===== config.mk =====
export PLATFORM = sky130hd
export DESIGN_NAME = spi_frame_buffer_flat
export DESIGN_NICKNAME = d
export VERILOG_FILES = /design/src/rtl/spi_fb_pkg.sv /design/src/rtl/spi_frame_buffer_if.sv /design/src/rtl/spi_slave_phy.sv /design/src/rtl/spi_frame_buffer.sv /design/src/flat_wrapper.sv
export SDC_FILE = /design/constraint.sdc
export NUM_CORES = 1
export LEC_CHECK = 0
export CELL_PAD_IN_SITES_DETAIL_PLACEMENT = 1
export CELL_PAD_IN_SITES_GLOBAL_PLACEMENT = 1
export CORE_MARGIN = 4
export CORE_UTILIZATION = 40
export DETAILED_ROUTE_END_ITERATION = 16
export PLACE_DENSITY = 0.75
export SLEW_MARGIN = 20
export SYNTH_ARGS = -nofsm -noshare
export SYNTH_HDL_FRONTEND = slang
export SYNTH_SLANG_ARGS = --single-unit

===== constraint.sdc =====
create_clock -name clk -period 2.69 [get_ports clk]
set_input_delay 0.269 -clock clk [delete_from_list [all_inputs] [get_ports clk]]
set_output_delay 0.269 -clock clk [all_outputs]
set_load 0.005 [all_outputs]

===== src/rtl/spi_fb_pkg.sv =====
// Shared types and constants for the SPI frame buffer.
// FSM state encoding plus synchroniser depth.
package spi_fb_pkg;

    localparam int SYNC_STAGES = 2;

    typedef enum logic [1:0] {
        RX_IDLE = 2'd0,
        RX      = 2'd1,
        TX_WAIT = 2'd2,
        TX      = 2'd3
    } fb_state_e;

endpackage


===== src/rtl/spi_frame_buffer_if.sv =====
// SPI pin bundle between host (master) and frame buffer (slave).
interface spi_frame_buffer_if;

    logic SCK;
    logic SSEL;
    logic MOSI;
    logic MISO;

    modport master (
        output SCK,
        output SSEL,
        output MOSI,
        input  MISO
    );

    modport slave (
        input  SCK,
        input  SSEL,
        input  MOSI,
        output MISO
    );

endinterface


===== src/rtl/spi_slave_phy.sv =====
// SPI mode-0 slave PHY: pin synchronisers, edge detect,
// bit counter and rx/tx shift registers.
module spi_slave_phy
    import spi_fb_pkg::*;
#(
    parameter int DATA_W = 8
) (
    input  logic              clk,
    input  logic              rst_n,
    input  logic              clear,
    input  logic              sck,
    input  logic              ssel,
    input  logic              mosi,
    input  logic              tx_en,
    input  logic              load,
    input  logic [DATA_W-1:0] load_word,
    output logic              miso,
    output logic              word_valid,
    output logic [DATA_W-1:0] rx_word,
    output logic              word_abort,
    output logic              ssel_fall
);

    localparam int BW = $clog2(DATA_W);
    localparam logic [BW-1:0] BIT_LAST = BW'(DATA_W - 1);

    logic [SYNC_STAGES:0] sck_q;
    logic [SYNC_STAGES:0] ssel_q;
    logic [SYNC_STAGES:0] mosi_q;
    logic                 sck_s, sck_h;
    logic                 ssel_s, ssel_h;
    logic                 sck_rise, sck_fall, ssel_rise;
    logic [BW-1:0]        bit_cnt;
    logic [DATA_W-2:0]    rx_shift;
    logic [DATA_W-1:0]    tx_shift;

    always_ff @(posedge clk or negedge rst_n) begin
        if (!rst_n) begin
            sck_q  <= '0;
            ssel_q <= '0;
            mosi_q <= '0;
        end else begin
            sck_q  <= {sck_q[SYNC_STAGES-1:0], sck};
            ssel_q <= {ssel_q[SYNC_STAGES-1:0], ssel};
            mosi_q <= {mosi_q[SYNC_STAGES-1:0], mosi};
        end
    end

    assign sck_s  = sck_q[SYNC_STAGES-1];
    assign sck_h  = sck_q[SYNC_STAGES];
    assign ssel_s = ssel_q[SYNC_STAGES-1];
    assign ssel_h = ssel_q[SYNC_STAGES];

    assign sck_rise   = ~ssel_s & sck_s & ~sck_h;
    assign sck_fall   = ~ssel_s & ~sck_s & sck_h;
    assign ssel_fall  = ssel_h & ~ssel_s;
    assign ssel_rise  = ~ssel_h & ssel_s;
    assign word_valid = sck_rise & (bit_cnt == BIT_LAST);
    assign word_abort = ssel_rise & (bit_cnt != '0);
    // MOSI history tap is older than the SCK edge, so data is settled
    assign rx_word    = {rx_shift, mosi_q[SYNC_STAGES]};

    // Held low until the select-fall reload has landed
    assign miso = tx_en & ~ssel_s & ~ssel_h & tx_shift[DATA_W-1];

    always_ff @(posedge clk or negedge rst_n) begin
        if (!rst_n) begin
            bit_cnt  <= '0;
            rx_shift <= '0;
            tx_shift <= '0;
        end else begin
            if (clear || ssel_s)
                bit_cnt <= '0;
            else if (sck_rise)
                bit_cnt <= word_valid ? '0 : bit_cnt + 1'b1;
            if (sck_rise)
                rx_shift <= rx_word[DATA_W-2:0];
            // No shift on the fall that follows a word boundary
            if (load)
                tx_shift <= load_word;
            else if (sck_fall && bit_cnt != '0)
                tx_shift <= {tx_shift[DATA_W-2:0], 1'b0};
        end
    end

endmodule


===== src/rtl/spi_frame_buffer.sv =====
// SPI-slave frame buffer: receives DEPTH samples, holds them
// for local readout, then returns them to the host in order.
module spi_frame_buffer
    import spi_fb_pkg::*;
#(
    parameter int DATA_W = 8,
    parameter int DEPTH  = 64,
    parameter int AW     = $clog2(DEPTH)
) (
    input  logic              clk,
    input  logic              rst_n,
    spi_frame_buffer_if.slave spi,
    input  logic              clear,
    input  logic [AW-1:0]     rd_addr,
    output logic [DATA_W-1:0] rd_data,
    output logic [1:0]        state_o,
    output logic              frame_ready,
    output logic              frame_done,
    output logic              word_abort
);

    localparam logic [AW-1:0] LAST    = AW'(DEPTH - 1);
    localparam logic [AW:0]   DEPTH_C = (AW + 1)'(DEPTH);

    fb_state_e         state;
    logic [AW-1:0]     wr_idx, wr_next;
    logic [AW-1:0]     tx_idx, tx_next;
    logic [DATA_W-1:0] mem [DEPTH];
    logic              word_valid, phy_abort, ssel_fall;
    logic              load, in_tx, in_wait;
    logic [DATA_W-1:0] rx_word, load_word;

    assign in_tx   = (state == TX);
    assign in_wait = (state == TX_WAIT);
    assign wr_next = (wr_idx == LAST) ? '0 : wr_idx + 1'b1;
    assign tx_next = (tx_idx == LAST) ? '0 : tx_idx + 1'b1;
    assign state_o = state;

    spi_slave_phy #(
        .DATA_W (DATA_W)
    ) u_phy (
        .clk        (clk),
        .rst_n      (rst_n),
        .clear      (clear),
        .sck        (spi.SCK),
        .ssel       (spi.SSEL),
        .mosi       (spi.MOSI),
        .tx_en      (in_tx),
        .load       (load),
        .load_word  (load_word),
        .miso       (spi.MISO),
        .word_valid (word_valid),
        .rx_word    (rx_word),
        .word_abort (phy_abort),
        .ssel_fall  (ssel_fall)
    );

    always_comb begin
        load      = 1'b0;
        load_word = mem[0];
        if (!clear) begin
            if (in_wait && ssel_fall) begin
                load = 1'b1;
            end else if (in_tx && word_valid && tx_idx != LAST) begin
                load      = 1'b1;
                load_word = mem[tx_next];
            end else if (in_tx && ssel_fall) begin
                load      = 1'b1;
                load_word = mem[tx_idx];
            end
        end
    end

    always_ff @(posedge clk) begin
        if (!clear && state == RX && word_valid)
            mem[wr_idx] <= rx_word;
    end

    always_ff @(posedge clk or negedge rst_n) begin
        if (!rst_n)
            rd_data <= '0;
        else if ({1'b0, rd_addr} < DEPTH_C)
            rd_data <= mem[rd_addr];
        else
            rd_data <= '0;
    end

    always_ff @(posedge clk or negedge rst_n) begin
        if (!rst_n) begin
            state       <= RX_IDLE;
            wr_idx      <= '0;
            tx_idx      <= '0;
            frame_ready <= 1'b0;
            frame_done  <= 1'b0;
            word_abort  <= 1'b0;
        end else if (clear) begin
            state       <= RX_IDLE;
            wr_idx      <= '0;
            tx_idx      <= '0;
            frame_ready <= 1'b0;
            frame_done  <= 1'b0;
            word_abort  <= 1'b0;
        end else begin
            frame_done <= 1'b0;
            word_abort <= phy_abort;
            unique case (state)
                RX_IDLE: begin
                    if (ssel_fall)
                        state <= RX;
                end
                RX: begin
                    if (word_valid) begin
                        wr_idx <= wr_next;
                        if (wr_idx == LAST) begin
                            state       <= TX_WAIT;
                            frame_ready <= 1'b1;
                        end
                    end
                end
                TX_WAIT: begin
                    if (ssel_fall) begin
                        tx_idx <= '0;
                        state  <= TX;
                    end
                end
                TX: begin
                    if (word_valid) begin
                        tx_idx <= tx_next;
                        if (tx_idx == LAST) begin
                            state       <= RX_IDLE;
                            frame_ready <= 1'b0;
                            frame_done  <= 1'b1;
                        end
                    end
                end
            endcase
        end
    end

endmodule


===== src/flat_wrapper.sv =====
// flat-port wrapper written by rule: the top's interface ports become plain ports
module spi_frame_buffer_flat import spi_fb_pkg::*;
#(
    parameter int DATA_W = 8,
    parameter int DEPTH  = 64,
    parameter int AW     = $clog2(DEPTH)
)
  (clk, rst_n, clear, rd_addr, rd_data, state_o, frame_ready, frame_done, word_abort, spi_SCK, spi_SSEL, spi_MOSI, spi_MISO);
  spi_frame_buffer_if spi_i ();
  input  logic clk;
  input  logic rst_n;
  input  logic clear;
  input  logic [AW-1:0] rd_addr;
  output logic [DATA_W-1:0] rd_data;
  output logic [1:0] state_o;
  output logic frame_ready;
  output logic frame_done;
  output logic word_abort;
  input wire logic [$bits(spi_i.SCK)-1:0] spi_SCK;
  input wire logic [$bits(spi_i.SSEL)-1:0] spi_SSEL;
  input wire logic [$bits(spi_i.MOSI)-1:0] spi_MOSI;
  output wire logic [$bits(spi_i.MISO)-1:0] spi_MISO;
  assign spi_i.SCK = spi_SCK;
  assign spi_i.SSEL = spi_SSEL;
  assign spi_i.MOSI = spi_MOSI;
  assign spi_MISO = spi_i.MISO;
  spi_frame_buffer #(.DATA_W(DATA_W), .DEPTH(DEPTH), .AW(AW)) u_core (.clk(clk), .rst_n(rst_n), .spi(spi_i), .clear(clear), .rd_addr(rd_addr), .rd_data(rd_data), .state_o(state_o), .frame_ready(frame_ready), .frame_done(frame_done), .word_abort(word_abort));
endmodule

== Yosys cells after proc, flatten, opt, wreduce, memory -nomap -nowiden ==
Memories as Yosys holds them, arrays and structs flattened. A register that Yosys moved wholly into a read port is not among the register bits.
Cells that the tools add are included.
Storage, ports and cells
  flip-flop bits (word level): 44
  bits in writable memories: 512
  input bits: 12
  logic and storage cells: 109
  memories: 1
Cells by class
  add/sub/neg operators: 3
  equality and inequality tests: 13
  muxes and demuxes: 43
  bitwise gates (word level): 15
  reductions and logical operators: 22
Memories
  u_core.mem: depth 64, bits a word 8, read ports 4, clocked after Yosys merged registers in 1, wr ports 1, line spi_frame_buffer.sv:28  | logic [DATA_W-1:0] mem [DEPTH];
Operators with widths (count)
  2-to-1 mux 6 bit: 8
  2-to-1 mux 8 bit: 6
  2-to-1 mux 1 bit: 16
  2-to-1 mux 2 bit: 7
  adder 6 x 1 -> 6 bit, second input constant: 2
  == test 6 bit, second input constant: 2
  one-hot mux 6 bit (2 select lines): 1
  AND 1 bit: 11
  2-to-1 mux 3 bit: 3
  != test 3 x 2 -> 1 bit, second input constant: 3
  != test 3 bit, second input constant: 3
  nonzero test 3 bit: 3
  one-hot mux 2 bit (4 select lines): 1
  nonzero test 2 bit: 4
  logical AND 1 bit: 7
  != test 6 bit, second input constant: 1
  AND reduction 6 bit: 1
  AND reduction 5 bit: 1
  == test 2 bit, second input constant: 2
  NOT 1 bit: 4
  adder 3 x 1 -> 3 bit, second input constant: 1
  == test 3 bit, second input constant: 1
  AND reduction 3 bit: 1
  == test 2 x 1 -> 1 bit, second input constant: 1
  5 further kinds: 6

== Longest topological paths before layout ==
  depth after elaboration: 10
  mapped depth: 13

== By module ==
A second synthesis with hierarchy kept.
Unflattened totals
  cells, all modules: 1931
  area total of the unflattened synthesis: 30869.6 um^2
By module, submodules not included
  spi_frame_buffer: times used 1, cells each 1819, area each 29714.7 um^2
  spi_slave_phy: times used 1, cells each 112, area each 1154.9 um^2

== Worst setup path after synthesis ==
No wires, ideal clock.
  kind: register -> register
  start: register u_core.tx_idx[0]
  end: register u_core.u_phy.tx_shift[1]
  setup time: 137 ps
  arrival: 2544 ps
  data required time: 2553 ps
  setup slack: 10 ps
  stages on the path, launching flop included: 12
  path through: dfrtp_1 > ha_1 > buf_2 > buf_6 > buf_2 > buf_2 > buf_2 > mux4_2 > mux2i_1 > o2111ai_1 > a311oi_1 > o22ai_1
On the way
  longest elaborated chain between the ends: 7
Ends and longest elaborated chain
  from (decl): line spi_frame_buffer.sv:27  | logic [AW-1:0] tx_idx, tx_next;
  from (signal assigned): line spi_frame_buffer.sv:128  | tx_idx <= tx_next;
  adder 6 x 1 -> 6 bit / == test 6 bit (equally long branches): line spi_frame_buffer.sv:36  | assign tx_next = (tx_idx == LAST) ? '0 : tx_idx + 1'b1;
  2-to-1 mux 6 bit: line spi_frame_buffer.sv:36
  memory read (64 x 8 bit)
  2-to-1 mux 8 bit: line spi_frame_buffer.sv:64  | end else if (in_tx && word_valid && tx_idx != LAST) begin
  2-to-1 mux 8 bit: line spi_frame_buffer.sv:62  | if (in_wait && ssel_fall) begin
  2-to-1 mux 8 bit: line spi_frame_buffer.sv:61  | if (!clear) begin
  2-to-1 mux 8 bit: line spi_slave_phy.sv:79  | if (load)
  to (signal assigned): line spi_slave_phy.sv:80  | tx_shift <= load_word;
  to (signal assigned): line spi_slave_phy.sv:82  | tx_shift <= {tx_shift[DATA_W-2:0], 1'b0};
  to (decl): line spi_slave_phy.sv:35  | logic [DATA_W-1:0] tx_shift;
Several ways; a longest one is shown, not always the timed one.
A chain may end at the register's enable or synchronous reset.

== Worst setup path after layout ==
  start: register u_core.tx_idx[0]
  end: register u_core.u_phy.tx_shift[0]
The elaborated chain is that of the path after synthesis.

==> results.py <==
metrics = {
    "clocking": {
        "clock_tree.htree_level_count": 2,
        "cts_num_sinks": 564,
        "clock_path_buffers": 3,
        "clock_insertion_delay_worst_skew_ns": 0.68,
        "cts-root-buf": "sky130_fd_sc_hd__clkbuf_16",
        "cts.clk_slew.worst_paths_ns": 0.06,
        "cts_made_buffers": 61,
        "tritoncts": "built",
    },
    "pwr": {
        "vdd_ir_drop_max_v": 0.000539,
        "power-per-cell-area_nw_per_um2": 575,
        "p_leak_nw": 12.2,
        "totalPowerFinal_mw": 21.5,
    },
    "critical_path": {
        "path_delay_family": "buffers and inverters",
        "cp.required_ns": 3.28,
        "critPathArrivalTime_ns": 3.53,
        "worst-r2r-cell-count": 13,
        "setup.worst_path.end_class": "flop",
        "cp_slowest_stage_delay_ns": 0.54,
        "criticalPathCategory": "flop to flop",
        "timing.critical_path.buf_inv": 5,
        "timing.critical_path.depth": 13,
        "path_max_fanout": 14,
        "worstPathCellList": "ha_4, buf_6, buf_4, xor2_2, buf_12, nor2_1, buf_4, buf_4, a32oi_1, o211ai_1, nand3_1, nand4_1, nand4_1",
        "timing.critical_path.from_type": "flop",
        "critPathSlowestCell": "sky130_fd_sc_hd__dfrtp_4",
        "crit_path_frequent_cell": "sky130_fd_sc_hd__buf_4",
    },
    "floorplan": {
        "placementRows": 101,
        "die_area_um2": 81700,
        "design.portCount": 26,
        "start_util": 0.405,
        "die_x_um": 286,
        "fp.coreArea_um2": 76200,
        "die_h_um": 286,
    },
    "global_route": {
        "initial_antenna_violation_count": 5,
        "use_met2": 0.453,
        "grt_use_met1": 0.393,
        "via_count_of_the_first_global_routing_pass": 23000,
        "globalRouteMet3Util": 0.0751,
        "wire_length_of_the_first_global_routing_pass_mm": 173,
        "grt_remaining_overflow": 0,
        "gr-usage-all-layers": 0.295,
        "gr-max-usage-layer": "met2",
        "pin_count_of_the_biggest_net_entering_global_routing": 67,
    },
    "synthesis": {
        "synth_area_um2": 30900,
        "netlist_top_cells_area": "sky130_fd_sc_hd__edfxtp_1 (50%), sky130_fd_sc_hd__mux4_2 (27%), sky130_fd_sc_hd__dfrtp_1 (4.2%)",
        "async_flop_share": 0.0922,
        "synth-seq-area-share": 0.540,
        "syn_avg_cell_area_um2": 16.0,
        "synth_top_cell_by_area": "sky130_fd_sc_hd__edfxtp_1",
        "yosysUniqueCellTypes": 71,
        "yosys_warnings": 0,
        "synth_edf_count": 512,
        "synth_fp_nets": 1948,
        "netlist.area_leader.share": 0.498,
        "synthesis.instances": 1927,
        "ys_dominant_reg_cell": "sky130_fd_sc_hd__edfxtp_1",
        "ys_seq_elements": 564,
        "most_used_standard_cells_in_the_synthesized_netlist": "sky130_fd_sc_hd__edfxtp_1 (512), sky130_fd_sc_hd__mux4_2 (372), sky130_fd_sc_hd__nand2_1 (182)",
        "most_common_cell_in_the_netlist": "sky130_fd_sc_hd__edfxtp_1",
    },
    "placement": {
        "gp_congestion": 1.01,
        "standard_cell_area_after_detailed_placement_um2": 34600,
        "io_buffers": 25,
        "post-place-ws_ns": -0.757,
        "dp_hpwl_mm": 86.4,
        "place_inst": 3146,
    },
    "final_layout": {
        "final_core_utilization": 0.490,
        "post_layout_nonfiller_instances": 3282,
        "area_growth_syn_to_layout_pct": 21.0,
        "fin_nets": 2221,
        "drive_above_1_share": 0.406,
        "seq_area_um2": 16700,
        "multiInputGateArea_um2": 13700,
        "final_design_area_no_fill_um2": 37400,
        "fillCellCount": 7268,
    },
    "route": {
        "vias_per_cell": 6.91,
        "wl_mm": 123,
        "first_iter_violations": 3552,
        "detail-route-antenna-nets": 0,
        "detailroute.via_count": 22700,
        "drt_drc_violations_left": 0,
        "wl_per_cell_um": 37.4,
        "drt-pass1-iter-count": 5,
    },
    "timing": {
        "worst_pin_slew_ns": 0.886,
        "finalHoldWorstSlack_ns": 0.0641,
        "finalCritPeriodShare": 1.09,
        "timing.slew.headroom": 0.409,
        "finalMaxSlewViolations": 0,
        "fmax_ghz": 0.340,
        "finalCriticalPeriod_ns": 2.94,
        "hold_viol": 0,
        "worst_clock_skew_ns": 0.0358,
        "setup_slack_ns": -0.251,
        "setup_viol": 13,
        "rsz0062_at_grt": "true",
        "fin_tns_setup_ns": -1.70,
    },
    "run": {
        "max-cap-violations": 0,
    },
    "run_status": {
        "outcome": "finished with violations",
        "failed_checks": "setup timing",
    },
    "worst_hold_path": {
        "timing.hold.worst_path_depth": 1,
        "min_path_type": "input port to flop",
    },
}
==> state kept, by name (all words and copies together) (netlist names), 6 cells and up <==
name / flops
u_core.u_phy.tx_shift: 8
u_core.tx_idx: 6
u_core.mem: 512
u_core.wr_idx: 6
u_core.u_phy.rx_shift: 7
u_core.rd_data: 8
==> cells in the final DEF (no fill, tap or decap), types with 19 or more instances in the layout <==
| cell | instances |
|---|---|
| sky130_fd_sc_hd__dfrtp_1 | 40 |
| sky130_fd_sc_hd__nand2_1 | 175 |
| sky130_fd_sc_hd__clkbuf_16 | 64 |
| sky130_fd_sc_hd__clkdlybuf4s50_1 | 20 |
| sky130_fd_sc_hd__buf_12 | 49 |
| sky130_fd_sc_hd__a21oi_1 | 30 |
| sky130_fd_sc_hd__nor3_1 | 24 |
| sky130_fd_sc_hd__o21ai_0 | 44 |
| sky130_fd_sc_hd__mux4_2 | 372 |
| sky130_fd_sc_hd__buf_4 | 271 |
| sky130_fd_sc_hd__nand3_1 | 56 |
| sky130_fd_sc_hd__a31oi_1 | 19 |
| sky130_fd_sc_hd__edfxtp_1 | 512 |
| sky130_fd_sc_hd__nor2_1 | 119 |
| sky130_fd_sc_hd__mux2i_1 | 63 |
==> final cells by class <==
type | instances | area share
sequential | 564 | 0.447
clock buffer | 79 | 0.0440
antenna | 1 | 0.0000670
tap | 1030 | 0.0345
timing repair buffer | 369 | 0.0967
inverter | 12 | 0.00121
clock inverter | 35 | 0.0100
multi-input combinational | 1192 | 0.367
==> worst register-to-register path: stages, from the launching register on <==
cell                       delay [ns]
sky130_fd_sc_hd__dfrtp_4         0.54
sky130_fd_sc_hd__ha_4            0.19
sky130_fd_sc_hd__buf_6           0.14
sky130_fd_sc_hd__buf_4           0.14
sky130_fd_sc_hd__xor2_2          0.16
sky130_fd_sc_hd__buf_12          0.20
sky130_fd_sc_hd__nor2_1          0.08
sky130_fd_sc_hd__buf_4           0.18
sky130_fd_sc_hd__buf_4           0.17
sky130_fd_sc_hd__a32oi_1         0.43
sky130_fd_sc_hd__o211ai_1        0.17
sky130_fd_sc_hd__nand3_1         0.22
sky130_fd_sc_hd__nand4_1         0.14
sky130_fd_sc_hd__nand4_1         0.12
==> final timing paths <==
kind                                   startpoint                  endpoint  slack [ns]
hold / removal                           spi_MOSI    u_core.u_phy.mosi_q[0]        0.06
setup reg to reg                 u_core.tx_idx[0]  u_core.u_phy.tx_shift[0]       -0.25
hold reg to reg            u_core.u_phy.mosi_q[1]    u_core.u_phy.mosi_q[2]        0.35
setup / recovery                 u_core.tx_idx[0]  u_core.u_phy.tx_shift[0]       -0.25
max in group asynchronous                   rst_n  u_core.u_phy.rx_shift[5]        1.69
min in group asynchronous                   rst_n    u_core.u_phy.mosi_q[1]        0.31
==> cells by family (layout without fill, tap and decap cells) <==
kind of cell | count (synthesis) | count (layout) | synth area share
AOI/OAI and AO/OA | 256 | 256 | 0.0588
DFF | 564 | 564 | 0.540
xor gates and xnor gates | 7 | 7 | 0.00247
muxes | 457 | 457 | 0.300
and+or+nand+nor | 463 | 463 | 0.0672
other | 0 | 1 | 0
adders and majority gates | 9 | 9 | 0.00365
buffers and inverters | 171 | 495 | 0.0285
==> power breakdown <==
part	internal [mW]	switching, mW	total [mW]
logic	0.677	1.18	1.86
registers	10.5	0.519	11.0
clock network	4.89	3.72	8.61
==> what timing repair did <==
item,in CTS,in global routing
endpoints found under the hold margin,52,0
hold buffers,1,0
setup buffers,10,7
setup endpoints to repair,262,366
cloned,1,2
resized for setup,48,65
pin swaps,11,16
==> layer usage <==
metal / part of all wire / up-vias
met5: 0.0014 / -
met4: 0.064 / 8
met3: 0.12 / 402
met2: 0.45 / 1762
met1: 0.36 / 11900
li1: - / 8635
No activity file was read; power rests on OpenSTA's default activity.
